--- config.mk ---
export PLATFORM = sky130hd
export DESIGN_NAME = amp_gain_loader
export DESIGN_NICKNAME = d
export VERILOG_FILES = /design/src/rtl/amp_gain_loader.sv
export SDC_FILE = /design/constraint.sdc
export NUM_CORES = 1
export LEC_CHECK = 0
export BUFFER_PORTS_ARGS = -buffer_cell sky130_fd_sc_hd__buf_2
export CELL_PAD_IN_SITES_DETAIL_PLACEMENT = 0
export CELL_PAD_IN_SITES_GLOBAL_PLACEMENT = 2
export CORE_UTILIZATION = 35
export CTS_BUF_LIST = sky130_fd_sc_hd__clkbuf_4
export DETAILED_ROUTE_END_ITERATION = 8
export PLACE_DENSITY_LB_ADDON = 0.1
export SETUP_SLACK_MARGIN = 0.2
export SYNTH_ARGS = -nofsm -noshare
export SYNTH_HDL_FRONTEND = slang
export SYNTH_SLANG_ARGS = --single-unit
--- constraint.sdc ---
create_clock -name clk -period 3.7 [get_ports clk]
set_input_delay 0.185 -clock clk [delete_from_list [all_inputs] [get_ports clk]]
set_output_delay 0.185 -clock clk [all_outputs]
set_load 0.02 [all_outputs]
--- src/rtl/amp_gain_loader.sv ---
// Purpose : debounces the board gain switches and shifts the mapped 8-bit gain word to the preamp over SPI.
// Latency : switch change accepted DEBOUNCE_CYCLES+2 (+/-1) cycles after settling; transfer holds amp_cs low 18*SPI_DIV cycles.
// Backpr. : none; changes seen during a transfer are held and compared again once the FSM returns to IDLE.
//
// Ports:
//   clk, rst_n        system clock (rising edge), asynchronous active-low reset
//   sw[3:0]           raw slide switches, asynchronous to clk
//   spi_sck           SPI clock, idles low
//   spi_mosi          SPI data, MSB first, changes only while spi_sck is low
//   amp_cs            preamplifier chip select, active low
//   busy              high while a transfer is in progress (low in the DONE cycle)
//   done              one-cycle pulse when a transfer completes
//   gain[7:0]         last word fully transferred to the amplifier
module amp_gain_loader #(
    parameter int DEBOUNCE_CYCLES = 50000,
    parameter int SPI_DIV         = 4
) (
    input  logic       clk,
    input  logic       rst_n,
    input  logic [3:0] sw,
    output logic       spi_sck,
    output logic       spi_mosi,
    output logic       amp_cs,
    output logic       busy,
    output logic       done,
    output logic [7:0] gain
);

    localparam int DBW = $clog2(DEBOUNCE_CYCLES + 1);
    localparam int DVW = (SPI_DIV > 1) ? $clog2(SPI_DIV) : 1;
    localparam logic [DBW-1:0] DB_MAX   = DBW'(DEBOUNCE_CYCLES);
    localparam logic [DVW-1:0] DIV_LAST = DVW'(SPI_DIV - 1);

    typedef enum logic [2:0] {
        ST_IDLE,
        ST_SETUP,
        ST_SHIFT,
        ST_HOLD,
        ST_DONE
    } state_t;

    // ------------------------------------------------------------------
    // Synchroniser and debounce
    // ------------------------------------------------------------------
    logic [3:0]     sw_meta;
    logic [3:0]     sw_s;
    logic [3:0]     sw_prev;
    logic [DBW-1:0] db_cnt;
    logic [3:0]     sw_stable;
    logic           stable_vld;   // no switch value accepted yet after reset

    always_ff @(posedge clk or negedge rst_n) begin
        if (!rst_n) begin
            sw_meta    <= 4'h0;
            sw_s       <= 4'h0;
            sw_prev    <= 4'h0;
            db_cnt     <= '0;
            sw_stable  <= 4'h0;
            stable_vld <= 1'b0;
        end else begin
            sw_meta <= sw;
            sw_s    <= sw_meta;
            sw_prev <= sw_s;

            if (sw_s != sw_prev) begin
                db_cnt <= '0;
            end else if (db_cnt != DB_MAX) begin
                db_cnt <= db_cnt + 1'b1;
            end

            // sw_prev is the value the counter has been timing, even if
            // sw_s moves on this very cycle.
            if (db_cnt == DB_MAX) begin
                sw_stable  <= sw_prev;
                stable_vld <= 1'b1;
            end
        end
    end

    // ------------------------------------------------------------------
    // Gain mapping: switch 3 mutes channel B
    // ------------------------------------------------------------------
    logic [3:0] nib_a;
    logic [3:0] nib_b;
    logic [7:0] word_map;

    assign nib_a    = {1'b0, sw_stable[2:0]};
    assign nib_b    = sw_stable[3] ? 4'h0 : nib_a;
    assign word_map = {nib_b, nib_a};

    // ------------------------------------------------------------------
    // Load request and SPI transfer FSM
    // ------------------------------------------------------------------
    state_t         state;
    logic [DVW-1:0] div_cnt;
    logic [2:0]     bit_cnt;
    logic [7:0]     shift_reg;
    logic [7:0]     word_lat;
    logic [3:0]     pend_sw;
    logic [3:0]     loaded_sw;
    logic           never_loaded;
    logic           load_req;

    assign load_req = stable_vld && (never_loaded || (sw_stable != loaded_sw));

    always_ff @(posedge clk or negedge rst_n) begin
        if (!rst_n) begin
            state        <= ST_IDLE;
            div_cnt      <= '0;
            bit_cnt      <= 3'd0;
            shift_reg    <= 8'h00;
            word_lat     <= 8'h00;
            pend_sw      <= 4'h0;
            loaded_sw    <= 4'h0;
            never_loaded <= 1'b1;
            spi_sck      <= 1'b0;
            spi_mosi     <= 1'b0;
            amp_cs       <= 1'b1;
            busy         <= 1'b0;
            done         <= 1'b0;
            gain         <= 8'h00;
        end else begin
            done <= 1'b0;
            case (state)
                ST_IDLE: begin
                    if (load_req) begin
                        state     <= ST_SETUP;
                        shift_reg <= word_map;
                        word_lat  <= word_map;
                        pend_sw   <= sw_stable;
                        amp_cs    <= 1'b0;
                        busy      <= 1'b1;
                        spi_mosi  <= word_map[7];
                        div_cnt   <= '0;
                    end
                end

                ST_SETUP: begin
                    if (div_cnt == DIV_LAST) begin
                        div_cnt <= '0;
                        bit_cnt <= 3'd0;
                        state   <= ST_SHIFT;
                    end else begin
                        div_cnt <= div_cnt + 1'b1;
                    end
                end

                // Each bit: SPI_DIV cycles low, then SPI_DIV cycles high.
                // The next bit is driven on the same edge sck falls, so
                // mosi has a full low phase of setup before each rise.
                ST_SHIFT: begin
                    if (div_cnt == DIV_LAST) begin
                        div_cnt <= '0;
                        if (!spi_sck) begin
                            spi_sck <= 1'b1;
                        end else begin
                            spi_sck <= 1'b0;
                            if (bit_cnt == 3'd7) begin
                                state <= ST_HOLD;
                            end else begin
                                bit_cnt   <= bit_cnt + 3'd1;
                                shift_reg <= {shift_reg[6:0], 1'b0};
                                spi_mosi  <= shift_reg[6];
                            end
                        end
                    end else begin
                        div_cnt <= div_cnt + 1'b1;
                    end
                end

                ST_HOLD: begin
                    if (div_cnt == DIV_LAST) begin
                        div_cnt      <= '0;
                        state        <= ST_DONE;
                        amp_cs       <= 1'b1;
                        busy         <= 1'b0;
                        done         <= 1'b1;
                        spi_mosi     <= 1'b0;
                        gain         <= word_lat;
                        loaded_sw    <= pend_sw;
                        never_loaded <= 1'b0;
                    end else begin
                        div_cnt <= div_cnt + 1'b1;
                    end
                end

                ST_DONE: begin
                    state <= ST_IDLE;
                end

                default: begin
                    state <= ST_IDLE;
                end
            endcase
        end
    end

endmodule

==> flow_summary.rst, run 1 <==
.. list-table::
   :header-rows: 1

   * - Metric
     - Value
   * - Wirelength per Cell
     - 13.7 um
   * - Worst-Skew Late Latency
     - 0.41 ns
   * - Met2 global-route usage
     - 21.4%
   * - Number of antenna diodes
     - 0
   * - Share of final-layout standard cells stronger than drive strength 1
     - 21.1%
   * - Core ar.
     - 8340 sq um
   * - First-pass GRT wire length
     - 9.76 mm
   * - Setup crit end kind
     - flop
   * - Total via count in the routed design
     - between 1,500 and 2,000
   * - Run status
     - complete, no violations
   * - Area leader, netlist
     - sky130_fd_sc_hd__dfrtp_1
   * - Combined area of the multi-input logic cells
     - 1250 sq um
   * - Synth area leaders
     - sky130_fd_sc_hd__dfrtp_1, sky130_fd_sc_hd__mux2_2, sky130_fd_sc_hd__nand2_1
   * - Sequential cell area in the final layout
     - 1700 sq um
   * - Total setup violations reported at the end of the flow
     - 0
   * - Overall Global Routing Usage
     - 14.3%
   * - Clock tree from TritonCTS
     - yes
   * - Total half-perimeter wirelength after legalization and detailed placement
     - 3.68 mm
   * - Register-to-Register Setup Slack
     - 1.65 ns
   * - RSZ-0062 raised after global routing
     - no
   * - Post-synthesis async set-or-reset flop share
     - 100%
   * - Final worst path period need
     - 2.05 ns
   * - Number of H-tree branching levels
     - 3
   * - Worst endpoint data arrival time
     - 2.34 ns
   * - Final-layout setup total negative slack
     - 0 ns
   * - Mean instance size in the synthesized netlist
     - 11.4 sq um
   * - Power density cells
     - around 360 nW/um^2
   * - Maximum number of pins on one net before global-route repair
     - 37
   * - Number of flip-flops under the largest register name
     - 16
   * - Final Cycle Share
     - approximately 55%
   * - Sequential area share after synthesis
     - 55.7%
   * - Worst r2r path cells
     - 6
   * - Initial cell density of the core
     - 36.7%
   * - Leakage power figure
     - 1.62 nW
   * - Boundary Pins
     - 19
   * - Via count of the first global-routing pass
     - just under 2,000
   * - Worst min-delay path startpoint
     - sw_meta[1]
   * - Main synth FF type
     - sky130_fd_sc_hd__dfrtp_1
   * - Post-Syn Instances
     - ~270
   * - Grt peak-use layer
     - met2
   * - Total power
     - 1.23 mW
   * - Overall die width
     - approximately 96 um
   * - Residual overflow from global routing
     - 0
   * - Drt first pass iters
     - 4
   * - Met1 routing resource usage after global routing
     - 19.8%
   * - Count of buffers from port buffering
     - 16
   * - Clock transition at the registers of the reported paths
     - 0.13 ns
   * - Number of nets at the end of the flow
     - 304
   * - Die Area
     - 9130 sq um
   * - Number of standard cells in the final layout excluding fillers
     - 403
   * - Worst min path class
     - flop to flop
   * - Number of placement rows
     - 33
   * - Netlist area before placement
     - 3060 sq um
   * - Flop and latch count out of synthesis
     - 68
   * - Finished layout cell area
     - about 3400 sq um
   * - Instance area after placement
     - approximately 3200 sq um
   * - Critical Path Start Type
     - flop
   * - Critical path start-end classification
     - flop to flop
   * - Global placement routability congestion
     - 0.698
   * - Synth top area share
     - 53.9%
   * - Distinct cell type count of the synthesized netlist
     - 46
   * - Syn. warnings
     - 0
   * - Fin Clk Skew
     - roughly 0.018 ns
   * - Fmax achieved
     - 487 MHz
   * - Reg-to-reg critical path endpoint
     - shift_reg[4]
   * - Cell depth of the worst hold path
     - 0
   * - Die Span Y
     - 95.5 um
   * - Num CTS Buffers
     - 9
   * - Antenna violation net count after detailed routing
     - 0
   * - Headroom to the max-slew limit
     - 43.1%
   * - Utilization after layout
     - 40.7%
   * - Endpoint of the worst hold-timing path
     - sw_s[1]
   * - Number of max-capacitance violations reported
     - 0
   * - Global-route track usage on met3
     - 3.83%
   * - Number of enable-type register cells in the synthesized netlist
     - 0
   * - Area added between synthesis and finish
     - 11.0%
   * - Number of pins exceeding their max-slew limit in the final report
     - 0
   * - Number of cells after detailed placement
     - 382
   * - Ranking of synthesized cells by instance count
     - sky130_fd_sc_hd__dfrtp_1, sky130_fd_sc_hd__nand2_1, sky130_fd_sc_hd__nor2_1, sky130_fd_sc_hd__mux2_2, sky130_fd_sc_hd__inv_1
   * - Clock buffer depth
     - 2
   * - Clock tree root driver cell
     - sky130_fd_sc_hd__clkbuf_4
   * - Resize count post-CTS
     - 0
   * - Number of DRC markers after the initial detailed-route iteration
     - 92
   * - Required @ worst endpoint
     - 3.99 ns
   * - Sink Count
     - 68
   * - Worst hold slack across all endpoints
     - ~0.37 ns
   * - Crit Reg-Reg Startpoint
     - bit_cnt[0]
   * - Remaining DRCs
     - 0
   * - CP max FO
     - 7
   * - Worst ir drop on vdd
     - approximately 0.16 mV
   * - Transition at the pin with the smallest max-transition slack
     - 0.854 ns
   * - Routed Wire Length
     - 5.52 mm
   * - Initial antenna violation count
     - 0
   * - Leading cell type by number of instances after synthesis
     - sky130_fd_sc_hd__dfrtp_1
   * - Pre-CTS setup slack
     - 1.65 ns
   * - Filler Cells Inserted
     - between 800 and 900
   * - Drt via density
     - about 4.8
   * - Final count of hold timing violations
     - 0
   * - Setup slack after layout
     - 1.65 ns
worst max-delay path: stages (launching register included):
cell	delay, ns
sky130_fd_sc_hd__dfrtp_1	0.42
sky130_fd_sc_hd__ha_1	0.20
sky130_fd_sc_hd__ha_1	0.20
sky130_fd_sc_hd__nand4b_1	0.20
sky130_fd_sc_hd__or3_4	0.40
sky130_fd_sc_hd__o211ai_4	0.16
sky130_fd_sc_hd__mux2_2	0.37
cell type report:
class                           instances  share of cell area (%)
Clock inverter                          7                    1.62
Timing Repair Buffer                   22                    4.05
Tap cell                              105                    3.87
Inverter                               13                    1.44
Multi-Input combinational cell        179                    36.9
Sequential cell                        68                    50.2
Clock buffer                            9                    1.99
worst max-delay path by stage:
stage	startpoint	cells past startpoint	end
after CTS	bit_cnt[0]	6	shift_reg[2]
final	bit_cnt[0]	6	shift_reg[4]
after detailed placement	state[1]	4	gain[6]
after global routing	state[1]	4	loaded_sw[1]
after floorplan	bit_cnt[0]	6	shift_reg[0]
after global placement	bit_cnt[0]	6	shift_reg[6]
placed cells by master, fill, tap and decap left out, types with 3 or more instances in the layout:
master / instances
sky130_fd_sc_hd__dfrtp_1: 66
sky130_fd_sc_hd__nand2_1: 29
sky130_fd_sc_hd__nor2_1: 20
sky130_fd_sc_hd__mux2_2: 19
sky130_fd_sc_hd__buf_2: 16
sky130_fd_sc_hd__inv_1: 13
sky130_fd_sc_hd__xnor2_1: 12
sky130_fd_sc_hd__xor2_1: 11
sky130_fd_sc_hd__o21ai_0: 9
sky130_fd_sc_hd__clkbuf_4: 9
sky130_fd_sc_hd__nand3_1: 8
sky130_fd_sc_hd__nand4_1: 5
sky130_fd_sc_hd__nand2b_1: 5
sky130_fd_sc_hd__a21oi_1: 5
sky130_fd_sc_hd__nor3_1: 5
sky130_fd_sc_hd__ha_1: 5
sky130_fd_sc_hd__dlygate4sd3_1: 5
sky130_fd_sc_hd__nor4_1: 4
sky130_fd_sc_hd__and3_1: 4
sky130_fd_sc_hd__inv_6: 4
sky130_fd_sc_hd__mux2i_1: 3
sky130_fd_sc_hd__a21o_1: 3
kinds of logic after synthesis:
family	after synthesis	synth area share, %
AOI/OAI and AO/OA	30	7.03
xor gates and xnor gates	23	6.58
adders and majority gates	5	2.04
buffers and inverters	23	3.56
DFF	68	55.7
muxes	22	7.97
other	1	0.122
and+or+nand+nor	97	17.0
power breakdown:
part	total [mW]	internal [mW]	leakage, nW	switching [mW]
logic	0.0323	0.0103	0.646	0.0220
clock network	0.443	0.146	0.0637	0.297
registers	0.755	0.750	0.915	0.00475
total	1.23	0.907	1.62	0.324
metal layers:
layer | part of all wire [%] | wire, um
met4 | 1.2 | 65
met1 | 50 | 2750
met3 | 2.7 | 149
met2 | 46 | 2560
met5 | 0 | 0
repair_timing:
| item | 4_1_cts | 5_1_grt |
|---|---|---|
| setup buffers | 0 | 0 |
| hold buffers | 5 | 0 |
| endpoints found under the setup margin | 0 | 0 |
| hold endpoints to repair | 37 | 0 |
(Power assumes the default switching activity.)
==> run 2, diff against run 1 <==
==> constraint.sdc (replaced) <==
create_clock -name clk -period 1.7 [get_ports clk]
set_input_delay 0.085 -clock clk [delete_from_list [all_inputs] [get_ports clk]]
set_output_delay 0.085 -clock clk [all_outputs]
set_load 0.02 [all_outputs]
==> flow_summary.rst, run 2 (synthesis gave the netlist of run 1 again) <==
.. list-table::
   :header-rows: 1

   * - Metric
     - Value
   * - Run status
     - finished, violations left (was complete, no violations)
   * - Violated checks
     - negative setup slack
   * - Headroom to the max-slew limit
     - 63.7% (was 43.1%)
   * - Final worst path period need
     - 1.91 ns (was 2.05 ns)
   * - Clock tree from TritonCTS
     - yes (unchanged)
   * - Register-to-Register Setup Slack
     - -0.21 ns (was 1.65 ns)
   * - Number of placement rows
     - 33 (unchanged)
   * - Setup crit end kind
     - flop (unchanged)
   * - Number of DRC markers after the initial detailed-route iteration
     - 68 (was 92)
   * - Final Cycle Share
     - 112% (was 55.5%)
   * - Final count of hold timing violations
     - 0 (unchanged)
   * - Remaining DRCs
     - 0 (unchanged)
   * - Global placement routability congestion
     - 0.721 (was 0.698)
   * - Routed Wire Length
     - 6.37 mm (was 5.52 mm)
   * - Number of standard cells in the final layout excluding fillers
     - 440 (was 403)
   * - Number of max-capacitance violations reported
     - 0 (unchanged)
   * - Critical path start-end classification
     - flop to flop (unchanged)
   * - Die Area
     - 9130 sq um (unchanged)
   * - Number of H-tree branching levels
     - 3 (unchanged)
   * - CP max FO
     - 7 (unchanged)
   * - RSZ-0062 raised after global routing
     - yes (was no)
   * - Utilization after layout
     - 47.6% (was 40.7%)
   * - Pre-CTS setup slack
     - -0.270 ns (was 1.65 ns)
   * - Clock tree root driver cell
     - sky130_fd_sc_hd__clkbuf_4 (unchanged)
   * - Total via count in the routed design
     - 2,142 (was 1,947)
   * - Number of pins exceeding their max-slew limit in the final report
     - 0 (unchanged)
   * - Critical Path Start Type
     - flop (unchanged)
   * - Fin Clk Skew
     - 0.0105 ns (was 0.0182 ns)
   * - Power density cells
     - 713 nW/um^2 (was 362 nW/um^2)
   * - Initial cell density of the core
     - 36.7% (unchanged)
   * - Wirelength per Cell
     - 14.5 um (was 13.7 um)
   * - First-pass GRT wire length
     - 10.3 mm (was 9.76 mm)
   * - Filler Cells Inserted
     - 791 (was 847)
   * - Antenna violation net count after detailed routing
     - 0 (unchanged)
   * - Number of flip-flops under the largest register name
     - 16 (unchanged)
   * - Worst ir drop on vdd
     - 0.449 mV (was 0.163 mV)
   * - Maximum number of pins on one net before global-route repair
     - 28 (was 37)
   * - Leading cell types in the layout, fill and taps excluded
     - sky130_fd_sc_hd__dfrtp_1, sky130_fd_sc_hd__buf_4, sky130_fd_sc_hd__nand2_1, sky130_fd_sc_hd__nor2_1, sky130_fd_sc_hd__buf_2 (was sky130_fd_sc_hd__dfrtp_1, sky130_fd_sc_hd__nand2_1, sky130_fd_sc_hd__nor2_1, sky130_fd_sc_hd__mux2_2, sky130_fd_sc_hd__buf_2)
   * - Worst min path class
     - primary input to asynchronous set/reset pin (was flop to flop)
   * - Leakage power figure
     - 1.86 nW (was 1.62 nW)
   * - Drt via density
     - 4.87 (was 4.83)
   * - Number of antenna diodes
     - 0 (unchanged)
   * - Core ar.
     - 8340 sq um (unchanged)
   * - Total half-perimeter wirelength after legalization and detailed placement
     - 4.21 mm (was 3.68 mm)
   * - Fmax achieved
     - 524 MHz (was 487 MHz)
   * - Overall Global Routing Usage
     - 15.4% (was 14.3%)
   * - Clock buffer depth
     - 2 (unchanged)
   * - Num CTS Buffers
     - 9 (unchanged)
   * - Count of buffers from port buffering
     - 16 (unchanged)
   * - Share of final-layout standard cells stronger than drive strength 1
     - 37.6% (was 21.1%)
   * - Number of nets at the end of the flow
     - 341 (was 304)
   * - Worst endpoint data arrival time
     - 2.23 ns (was 2.34 ns)
   * - Via count of the first global-routing pass
     - 2,083 (was 1,926)
   * - Number of cells after detailed placement
     - 407 (was 382)
   * - Die Span Y
     - 95.5 um (unchanged)
   * - Required @ worst endpoint
     - 2.02 ns (was 3.99 ns)
   * - Initial antenna violation count
     - 0 (unchanged)
   * - Area added between synthesis and finish
     - 29.8% (was 11.0%)
   * - Transition at the pin with the smallest max-transition slack
     - 0.544 ns (was 0.854 ns)
   * - Residual overflow from global routing
     - 0 (unchanged)
   * - Drt first pass iters
     - 4 (unchanged)
   * - Boundary Pins
     - 19 (unchanged)
   * - Clock transition at the registers of the reported paths
     - 0.13 ns (about the same)
   * - Overall die width
     - 95.5 um (unchanged)
   * - Total setup violations reported at the end of the flow
     - 6 (was 0)
   * - Sink Count
     - 68 (unchanged)
   * - Setup slack after layout
     - -0.210 ns (was 1.65 ns)
   * - Leading cell type in the layout, fill and taps excluded
     - sky130_fd_sc_hd__dfrtp_1 (unchanged)
   * - Worst-Skew Late Latency
     - 0.42 ns (was 0.41 ns)
[run 2: routing by layer]
layer  wire (um)  GRT usage (%)
met4         115           7.84
met5           0              0
met1        3060           19.9
met2        3070           24.5
met3         121           3.11
[run 2: final timing paths]
check                            from           end  cells past startpoint
max                        bit_cnt[0]  shift_reg[1]                      6
min                             rst_n       gain[5]                      2
max reg2reg                bit_cnt[0]  shift_reg[1]                      6
min reg2reg                sw_meta[2]       sw_s[2]                      0
max in group asynchronous       rst_n  never_loaded                      3
min in group clk                sw[1]    sw_meta[1]                      2
[run 2: stage by stage]
step,area [sq um],TNS [ns],power (mW),hold slack [ns]
final,3970,-1.24,2.83,0.168
after global routing,3970,-1.82,2.93,0.217
after CTS,3750,-1.34,2.88,0.162
after detailed placement,3480,-1.62,1.75,0.107
after global placement,3480,-1.32,1.75,0.101
after floorplan,3110,-1.12,1.70,-0.211
[run 2: critical path: stages, from the launching register on]
cell	delay (ns)
sky130_fd_sc_hd__dfrtp_1	0.40
sky130_fd_sc_hd__ha_2	0.20
sky130_fd_sc_hd__ha_4	0.15
sky130_fd_sc_hd__nand4b_1	0.18
sky130_fd_sc_hd__or3_4	0.37
sky130_fd_sc_hd__o211ai_4	0.18
sky130_fd_sc_hd__mux2_4	0.34
[run 2: layout make-up]
cell class,instances,area (sq um),area share (%)
Multi-Input combinational cell,179,1470,37.0
Inverter,13,52.6,1.32
Clock buffer,9,67.6,1.70
Clock inverter,7,76.3,1.92
Sequential cell,68,1710,43.0
Tap cell,105,131,3.31
Timing Repair Buffer,59,469,11.8
[run 2: power breakdown]
group	switching (mW)	internal, mW	total (mW)
sequential	0.00837	1.63	1.64
clock	0.645	0.455	1.10
combinational	0.0551	0.0347	0.0897
total	0.709	2.12	2.83
[run 2: what timing repair did]
action | CTS | global route
pin swaps | 7 | 12
endpoints found under the setup margin | 24 | 35
endpoints found under the hold margin | 23 | 0
buffers inserted | 2 | 9
gates cloned | 0 | 1
resized for setup | 14 | 31
hold buffers | 5 | 0
